===== config.mk =====
export PLATFORM = sky130hd
export DESIGN_NAME = hazard_ctrl
export DESIGN_NICKNAME = d
export VERILOG_FILES = /design/src/rtl/hazard_ctrl.sv
export SDC_FILE = /design/constraint.sdc
export NUM_CORES = 1
export LEC_CHECK = 0
export ABC_AREA = 0
export CAP_MARGIN = 25
export CORE_UTILIZATION = 30
export DETAILED_ROUTE_END_ITERATION = 8
export GPL_ROUTABILITY_DRIVEN = 0
export HOLD_SLACK_MARGIN = 0.08
export MAX_ROUTING_LAYER = met4
export PLACE_DENSITY = 0.65
export SYNTH_ARGS = -nofsm -noshare
export SYNTH_HDL_FRONTEND = slang
export SYNTH_SLANG_ARGS = --single-unit

===== constraint.sdc =====
create_clock -name clk -period 2.9 [get_ports clk]
set_input_delay 0.58 -clock clk [delete_from_list [all_inputs] [get_ports clk]]
set_output_delay 0.58 -clock clk [all_outputs]
set_load 0.01 [all_outputs]

===== src/rtl/hazard_ctrl.sv =====
// Pipeline hazard controller: load-use stall, taken-branch flush, a two-edge
// pipeline-clear sequence after reset, and saturating stall/flush counters.
module hazard_ctrl (
    input  logic        clk,
    input  logic        startin_n,
    input  logic [4:0]  ID_instr_25_21,
    input  logic [4:0]  ID_instr_20_16,
    input  logic        ID_uses_rt,
    input  logic        EX_mem_read,
    input  logic [4:0]  EX_instr_20_16,
    input  logic        EX_branch_taken,
    input  logic        cnt_clr,
    output logic        pc_write,
    output logic        IF_ID_write,
    output logic        IF_ID_flush,
    output logic        ID_EX_flush,
    output logic        init_busy,
    output logic [15:0] stall_cnt,
    output logic [15:0] flush_cnt
);

    typedef enum logic {
        ST_INIT = 1'b0,
        ST_RUN  = 1'b1
    } state_t;

    state_t      state_q, state_d;
    logic        init_cnt_q, init_cnt_d;
    logic [15:0] stall_cnt_q, stall_cnt_d;
    logic [15:0] flush_cnt_q, flush_cnt_d;
    logic        load_use_s;

    // Load-use hazard detection; a load into $0 never creates a dependency.
    always_comb begin
        load_use_s = EX_mem_read
                   & (EX_instr_20_16 != 5'd0)
                   & ((EX_instr_20_16 == ID_instr_25_21)
                      | (ID_uses_rt & (EX_instr_20_16 == ID_instr_20_16)));
    end

    // Next-state, counter update and control output decode.
    always_comb begin
        state_d     = state_q;
        init_cnt_d  = init_cnt_q;
        stall_cnt_d = stall_cnt_q;
        flush_cnt_d = flush_cnt_q;
        pc_write    = 1'b0;
        IF_ID_write = 1'b0;
        IF_ID_flush = 1'b1;
        ID_EX_flush = 1'b1;
        init_busy   = 1'b1;

        case (state_q)
            ST_INIT: begin
                if (init_cnt_q == 1'b1) begin
                    state_d    = ST_RUN;
                    init_cnt_d = 1'b0;
                end else begin
                    init_cnt_d = 1'b1;
                end
            end
            ST_RUN: begin
                init_busy = 1'b0;
                if (EX_branch_taken) begin
                    pc_write    = 1'b1;
                    IF_ID_write = 1'b1;
                    IF_ID_flush = 1'b1;
                    ID_EX_flush = 1'b1;
                    if (flush_cnt_q != 16'hFFFF) begin
                        flush_cnt_d = flush_cnt_q + 16'd1;
                    end else begin
                        flush_cnt_d = flush_cnt_q;
                    end
                end else if (load_use_s) begin
                    pc_write    = 1'b0;
                    IF_ID_write = 1'b0;
                    IF_ID_flush = 1'b0;
                    ID_EX_flush = 1'b1;
                    if (stall_cnt_q != 16'hFFFF) begin
                        stall_cnt_d = stall_cnt_q + 16'd1;
                    end else begin
                        stall_cnt_d = stall_cnt_q;
                    end
                end else begin
                    pc_write    = 1'b1;
                    IF_ID_write = 1'b1;
                    IF_ID_flush = 1'b0;
                    ID_EX_flush = 1'b0;
                end
            end
            default: begin
                state_d    = ST_INIT;
                init_cnt_d = 1'b0;
            end
        endcase

        // Clear takes precedence over any increment computed above.
        if (cnt_clr) begin
            stall_cnt_d = 16'd0;
            flush_cnt_d = 16'd0;
        end else begin
            stall_cnt_d = stall_cnt_d;
            flush_cnt_d = flush_cnt_d;
        end
    end

    // State and counter registers with asynchronous reset.
    always_ff @(posedge clk or negedge startin_n) begin
        if (!startin_n) begin
            state_q     <= ST_INIT;
            init_cnt_q  <= 1'b0;
            stall_cnt_q <= 16'd0;
            flush_cnt_q <= 16'd0;
        end else begin
            state_q     <= state_d;
            init_cnt_q  <= init_cnt_d;
            stall_cnt_q <= stall_cnt_d;
            flush_cnt_q <= flush_cnt_d;
        end
    end

    assign stall_cnt = stall_cnt_q;
    assign flush_cnt = flush_cnt_q;

endmodule

Word level (Yosys, flattened, before mapping) --
Index checks and enable logic that the tools add are counted.
Storage, ports and cells: flip-flop bits (word level) 34, input bits 21, output and inout bits 37, logic and storage cells 44
Cells by class: $add $sub $neg 2, eq/ne operators 5, mux-type cells 21, bitwise gates (word level) 4, reductions and logical operators 8
Operators by type and width (count):
- 2-to-1 mux 16 bit | 9
- adder 16 x 1 -> 16 bit, second input constant | 2
- inequality test 16 bit, second input constant | 2
- 2-to-1 mux 1 bit | 12
- == test 5 bit | 2
- nonzero test 2 bit | 5
- nonzero test 5 bit | 1
- AND reduction 4 bit | 1
- bitwise AND 1 bit | 3
- AND reduction 3 bit | 1
- inequality test 2 x 1 -> 1 bit, second input constant | 1
- bitwise OR 1 bit | 1

Longest topological paths before layout --
Gate-level depths: netlist of the first run.
depth after elaboration 8, depth in mapped cells 8, mapped depth without buffers 6

Least setup slack after synthesis of the first run --
Ideal clock, no wire load.
path type input port to output port, from input EX_instr_20_16[3], to output pc_write, data arrival time 1.891 ns, data required time 2.320 ns, path slack 0.429 ns, stages 7, path buffers 2, path through xor2_1 -> nor4_1 -> a32oi_1 -> clkbuf_1 -> nand2b_1 -> o21a_1 -> buf_4
On the way: cells in the longest elaborated chain, start to end 7, elaborated cells between the ends (all ways) 10, classes of those cells 2 x eq/ne; 3 x mux; 4 x bitwise; 1 x reduce/logical
Ends and longest elaborated chain:
- start: declaration | RTL line 10 | input logic [4:0] EX_instr_20_16,
- == test 5 bit | RTL line 38 | | (ID_uses_rt & (EX_instr_20_16 == ID_instr_20_16)));
- bitwise AND 1 bit | RTL line 38
- bitwise OR 1 bit | RTL line 38
- bitwise AND 1 bit (*) | RTL line 37 | & ((EX_instr_20_16 == ID_instr_25_21)
- 2-to-1 mux 1 bit (*) (3 in a row)
- end: declaration | RTL line 13 | output logic pc_write,
Every way passes the cells marked *; elsewhere a longest branch is shown, timed or not.

Worst setup path after layout of the first run --
from input ID_instr_20_16[3], to output ID_EX_flush
On the way: cells in the longest elaborated chain, start to end 7
Ends and longest elaborated chain:
- start: declaration | RTL line 7 | input logic [4:0] ID_instr_20_16,
- == test 5 bit | RTL line 38
- bitwise AND 1 bit | RTL line 38
- bitwise OR 1 bit | RTL line 38
- bitwise AND 1 bit | RTL line 37
- 2-to-1 mux 1 bit | RTL line 74 | end else if (load_use_s) begin
- 2-to-1 mux 1 bit | RTL line 64 | if (EX_branch_taken) begin
- 2-to-1 mux 1 bit | RTL line 53 | case (state_q)
- end: declaration | RTL line 16 | output logic ID_EX_flush,
No other way between the ends.

==> results of run 1 <==
layer usage:
| metal | GRT usage [%] | part of all wire [%] | wire [um] |
|---|---|---|---|
| met3 | 4.669 | 5.1 | 279 |
| met1 | 20.45 | 47 | 2546 |
| met5 | - | 0 | 0 |
| met4 | 2.773 | 0.62 | 34 |
| met2 | 26.24 | 48 | 2597 |
registers in the layout (all words and copies together) (netlist names):
name and count:
init_cnt_q 1, state_q 1, flush_cnt 16, stall_cnt 16
timing repair:
item                                    CTS  global route
resized for setup                        10             5
pin swaps                                 2             2
buffers inserted                          1             0
hold endpoints to repair                  0             0
endpoints found under the setup margin    3             2
cells in the final DEF (no fill, tap or decap), drive strengths merged, types with 2 or more instances in the layout:
cell / n
or2: 2
dfrtp: 34
xor2: 11
nor3: 5
o21ai: 6
dlygate4sd2: 4
a21oi: 24
and4: 3
nand3: 14
ha: 2
inv: 5
o2111ai: 2
or3: 6
nand4: 8
nand2: 12
o21a: 2
clkdlybuf4s50: 50
or4b: 2
and3: 2
xnor2: 7
clkbuf: 9
nand2b: 2
buf: 8
o31ai: 17
nor2: 12
nor4: 5
or4: 18
worst max-delay path, cell delays in order:
cell and delay [ps]:
clkdlybuf4s50_1 420, xor2_1 160, nor4_2 320, a32oi_2 210, nand2b_4 180, nand2_1 50
dlygate4sd2_1 260
stage by stage:
step | power (mW) | setup WS, ps
finish | 0.9710 | 140.3
global route | 1.018 | 43.90
CTS | 0.9781 | 10.93
detailed placement | 0.6037 | -428.4
global placement | 0.6028 | -385.3
floorplan | 0.5356 | 428.9
cell families after synthesis:
kind of cell | count (synthesis)
fa+ha+maj | 2
flops | 34
mux | 2
simple gates | 93
buf+inv | 18
xor+xnor | 18
compound gates | 54
path summary, 6_finish.rpt:
check | slack (ps) | to | cells past startpoint | start
max reg2reg | 700 | flush_cnt[13]$_DFFE_PN0P_ | 5 | flush_cnt[4]$_DFFE_PN0P_
min reg2reg | 470 | init_cnt_q$_DFFE_PN0N_ | 1 | init_cnt_q$_DFFE_PN0N_
min in group asynchronous | 710 | stall_cnt[8]$_DFFE_PN0P_ | 2 | startin_n
min | 470 | init_cnt_q$_DFFE_PN0N_ | 1 | init_cnt_q$_DFFE_PN0N_
max | 140 | ID_EX_flush | 7 | ID_instr_20_16[3]
max in group asynchronous | 1870 | flush_cnt[12]$_DFFE_PN0P_ | 2 | startin_n
power breakdown:
part / internal, mW / total [mW] / leakage, nW / switching [mW]
logic: 0.0534 / 0.114 / 0.527 / 0.0608
clock network: 0.192 / 0.375 / 0.0482 / 0.184
registers: 0.477 / 0.481 / 0.468 / 0.00450
layout make-up:
class / instances / share of cell area (%)
well taps: 77 / 3.401
inverters: 5 / 0.6625
flip-flops and latches: 34 / 30.04
clock buffers: 7 / 3.048
multi-input cells: 169 / 40.42
clock inverters: 1 / 0.1767
repair buffers: 65 / 22.26
==> impl_metrics.json, run 1 <==
{
  "finalSetupTns_ps": 0,
  "critPathArrivalTime_ps": 2180,
  "whs_ps": 465.7,
  "grt_max_degree": 35,
  "die_area_mm2": 0.007196,
  "yosys.area.top_type": "dfrtp_1",
  "ir_drop_v": 0.0002090,
  "p_leak_nw": 1.043,
  "synth_ff_type": "dfrtp_1",
  "fin_area_mm2": 0.002833,
  "route.detailed.drc": 6,
  "hold_buffers": 0,
  "synth_common_cells": "dfrtp_1 (34), a21oi_1 (24), o31ai_1 (17)",
  "ios": 58,
  "rsz0062_at_grt": "false",
  "period_minus_slack_ps": 2760,
  "setup_viol": 0,
  "ys_seq_elements": 34,
  "overflow": 0,
  "async_flop_share_pct": 100.0,
  "grt_pass1_wl_mm": 8.997,
  "row_count": 29,
  "synth_compound_area_share_pct": 17.14,
  "grt_pass1_vias": 1854,
  "yosys.area_share.adder_pct": 1.216,
  "via_per_inst": 5.506,
  "final_util_pct": 43.61,
  "synthSimpleGateAreaFrac_pct": 27.29,
  "synth_top_family_by_area": "simple AND/OR/NAND/NOR gates",
  "die_h_um": 84.83,
  "yosysWarnings": 0,
  "routed_wirelength_mm": 5.458,
  "worstSetupStartpointType": "input pin",
  "placed_area_mm2": 0.002724,
  "die_width_um": 84.83,
  "drtPass1Iterations": 6,
  "drtIter0Drc": 86,
  "register_area_um2": 850.8,
  "port_buffers": 57,
  "cts-root-buf": "clkbuf_8",
  "synthesis.nets": 244,
  "yosysSeqAreaShare_pct": 41.34,
  "nFillCells": 624,
  "yosys-mux-area-fraction_pct": 1.216,
  "h-tree-depth": 2,
  "coreArea_mm2": 0.006495,
  "vias": 1971,
  "initial_core_util_pct": 31.69,
  "drv_slew": 0,
  "clk_latency_ps": 290,
  "avgSynthCellArea_um2": 9.313,
  "fin_crit_sh_pct": 95.16,
  "skew_ps": 6.504,
  "layout-drive-gt1-share_pct": 13.17,
  "synth_top_cell_area_share_pct": 41.34,
  "min_path_type": "register to register",
  "dpl.hpwl_mm": 3.692,
  "maxCapViolCount": 0,
  "hold_viol_final": 0,
  "gr-usage-all-layers_pct": 16.19,
  "power_density_mw_per_mm2": 342.8,
  "endpoint_kind": "output pin",
  "nets": 303,
  "ys_types": 43,
  "path_class": "input pin to output pin",
  "cts_buffers": 5,
  "cts.sinks": 34,
  "violations": "design-rule violations",
  "fin_cells": 358,
  "syn_area_mm2": 0.002058,
  "multi_input_area_mm2": 0.001145,
  "routedWlPerCell_um": 15.25,
  "synthCells": 221,
  "cts_tree": "done",
  "path_clk_slew_ps": 70,
  "synth_xor_area_share_pct": 7.660,
  "grt_antenna_before_repair": 0,
  "synth_edf_count": 0,
  "cts_buffer_depth": 2,
  "synth_most_common_cell": "dfrtp_1",
  "crit_fanout": 2,
  "cp.required_ps": 2320,
  "dp_cells": 349,
  "area_growth_pct": 37.63,
  "status": "finished with violations",
  "synth_area_leaders": "dfrtp_1 (41%), o31ai_1 (6.2%), a21oi_1 (5.8%), or4_1 (4.7%), xor2_1 (4.7%)",
  "worst_slew_pin_slew_ps": 898.2,
  "antenna_cells": 0,
  "slew_headroom_pct": 39.57,
  "fmax_mhz": 362.4,
  "drtAntennaViolNets": 0
}
(Power assumes the default switching activity.)
==> inputs of run 2 (changes only) <==
--- a/config.mk
+++ b/config.mk
@@ -6,13 +6,14 @@
 export NUM_CORES = 1
 export LEC_CHECK = 0
 export ABC_AREA = 0
-export CAP_MARGIN = 25
+export CORE_MARGIN = 2
 export CORE_UTILIZATION = 30
 export DETAILED_ROUTE_END_ITERATION = 8
 export GPL_ROUTABILITY_DRIVEN = 0
 export HOLD_SLACK_MARGIN = 0.08
 export MAX_ROUTING_LAYER = met4
 export PLACE_DENSITY = 0.65
+export SKIP_CTS_REPAIR_TIMING = 1
 export SYNTH_ARGS = -nofsm -noshare
 export SYNTH_HDL_FRONTEND = slang
 export SYNTH_SLANG_ARGS = --single-unit
==> run 2 against run 1 <==
Against the previous run: the run now ends clean; final area rose by 0.40%; sequential cell count stayed put; wire length shrank 1.1%; via count grew 0.96%; hold slack got worse by 12 ps; global-route usage shrank 0.59 points; first-iteration DRC count increased by 42%; critical endpoint is now pc_write; largest power group unchanged.
==> impl_metrics.json, run 2 (synthesis results as in run 1) <==
{
  "route.met2.wl_mm": 2.389,
  "vias": 1990,
  "route.detailed.drc": 0,
  "layout-drive-gt1-share_pct": 12.14,
  "min_from": "init_cnt_q$_DFFE_PN0N_",
  "placed_area_mm2": 0.002708,
  "worst_slew_pin_slew_ps": 945.8,
  "fin_area_mm2": 0.002844,
  "r2r_cells": 5,
  "routedWlPerCell_um": 14.99,
  "routed_wirelength_mm": 5.397,
  "period_minus_slack_ps": 2799,
  "r2r_start": "flush_cnt[4]$_DFFE_PN0P_",
  "critPathArrivalTime_ps": 2220,
  "status": "finished, final reports clean",
  "crit_cells": 7,
  "die_area_mm2": 0.007539,
  "grt_max_degree": 35,
  "fmax_mhz": 357.2,
  "path_clk_slew_ps": 70,
  "path_cells": "clkdlybuf4s50_1 > xor2_1 > nor4_2 > a32oi_2 > nand2b_4 > o21a_1 > dlymetal6s2s_1",
  "h-tree-depth": 2,
  "p_leak_nw": 1.048,
  "cts_buffer_depth": 2,
  "nFillCells": 645,
  "wl_met3_um": 384,
  "whs_endpoint": "init_cnt_q$_DFFE_PN0N_",
  "nets": 302,
  "clk_latency_ps": 290,
  "worstHoldPathCells": 1,
  "die_h_um": 86.83,
  "cts_buffers": 5,
  "overflow": 0,
  "drv_slew": 0,
  "grt_antenna_before_repair": 0,
  "grt_pass1_vias": 1971,
  "setup_viol": 0,
  "cp.required_ps": 2320,
  "crit_buf_inv": 2,
  "crit_family": "buffers and inverters",
  "antenna_cells": 0,
  "endpoint_kind": "output pin",
  "skew_ps": 4.712,
  "ios": 58,
  "gr-usage-all-layers_pct": 15.60,
  "grt_pass1_wl_mm": 9.211,
  "initial_core_util_pct": 30.63,
  "row_count": 30,
  "port_buffers": 57,
  "cts.sinks": 34,
  "ir_drop_v": 0.0001684,
  "power_density_mw_per_mm2": 340.2,
  "min_path_type": "register to register",
  "maxCapViolCount": 0,
  "drtAntennaViolNets": 0,
  "cts_tree": "done",
  "slowest_stage": "clkdlybuf4s50_1",
  "drtPass1Iterations": 4,
  "reg2reg_slack_ps": 670,
  "hold_viol_final": 0,
  "layout_commonest_cell": "clkdlybuf4s50_1",
  "mostFrequentLayoutCells": "clkdlybuf4s50_1 (52), dfrtp_1 (34), a21oi_1 (24)",
  "die_width_um": 86.83,
  "fin_crit_sh_pct": 96.52,
  "topRoutingLayerUsed": "met4",
  "r2r-end": "flush_cnt[13]$_DFFE_PN0P_",
  "path_class": "input pin to output pin",
  "cts-root-buf": "clkbuf_8",
  "area_growth_pct": 38.18,
  "dpl.hpwl_mm": 3.765,
  "via_per_inst": 5.528,
  "final_util_pct": 42.33,
  "slew_headroom_pct": 36.36,
  "cpPeakStageDelay_ps": 480,
  "crit_fanout": 3,
  "rsz0062_at_grt": "false",
  "drtIter0Drc": 122,
  "power.total_mw": 0.9676,
  "wl_met1_mm": 2.569,
  "worstSetupStartpointType": "input pin",
  "coreArea_mm2": 0.006719
}
==> run 2: cell types whose count changed in the layout (fill, tap and decap cells not counted) <==
cell / delta
o21a_1: +1
dlygate4sd2_1: -4
buf_12: -1
clkbuf_2: -2
or4_1: -1
or4_4: +1
dlymetal6s2s_1: +4
o21a_2: -1
clkdlybuf4s50_1: +2
==> run 2: metrics by stage <==
| stage | hold WS (ps) | TNS, ps | std cells | setup WS (ps) |
|---|---|---|---|---|
| after floorplan | 284.4 | 0 | 221 | 428.9 |
| after global placement | 444.2 | -1156 | 351 | -396.6 |
| after detailed placement | 446.3 | -1341 | 351 | -462.1 |
| after CTS | 460.3 | -1258 | 359 | -463.7 |
| after global routing | 507.7 | 0 | 360 | 5.443 |
| final | 453.9 | 0 | 360 | 100.8 |
==> run 2: layout make-up <==
| cell class | instances | area, um^2 | share of cell area, % |
|---|---|---|---|
| inverters | 5 | 18.77 | 0.6599 |
| flip-flops and latches | 34 | 850.8 | 29.92 |
| repair buffers | 64 | 635.6 | 22.35 |
| multi-input cells | 169 | 1147 | 40.34 |
| clock inverters | 1 | 5.005 | 0.1760 |
| clock buffers | 7 | 86.33 | 3.036 |
| well taps | 80 | 100.1 | 3.520 |
==> run 2: how the worst max path moves through the flow <==
stage / slack [ps] / start / end
floorplan: 430 / EX_instr_20_16[3] / pc_write
detailed placement: -460 / EX_instr_20_16[4] / pc_write
global route: 5 / EX_instr_20_16[4] / pc_write
CTS: -460 / EX_instr_20_16[4] / pc_write
global placement: -400 / EX_instr_20_16[2] / IF_ID_write
finish: 100 / EX_instr_20_16[4] / pc_write
==> run 2: where the power goes <==
group / internal (mW) / switching, mW / leakage (nW)
Combinational: 0.0525 / 0.0600 / 0.531
Sequential: 0.477 / 0.00478 / 0.468
Clock: 0.192 / 0.182 / 0.0482
==> run 2: worst register-to-register path: stages (launching register included) <==
cell      delay (ps)
dfrtp_1          490
nand4_2          180
or4_4            590
o211ai_4         450
nor4_2           110
mux2_4           300
==> run 2: metal layers <==
layer  vias up  track usage, %
li1        960               -
met1       957           20.43
met2        67           24.36
met3         6           4.000
met4         0           3.409
met5         -               -
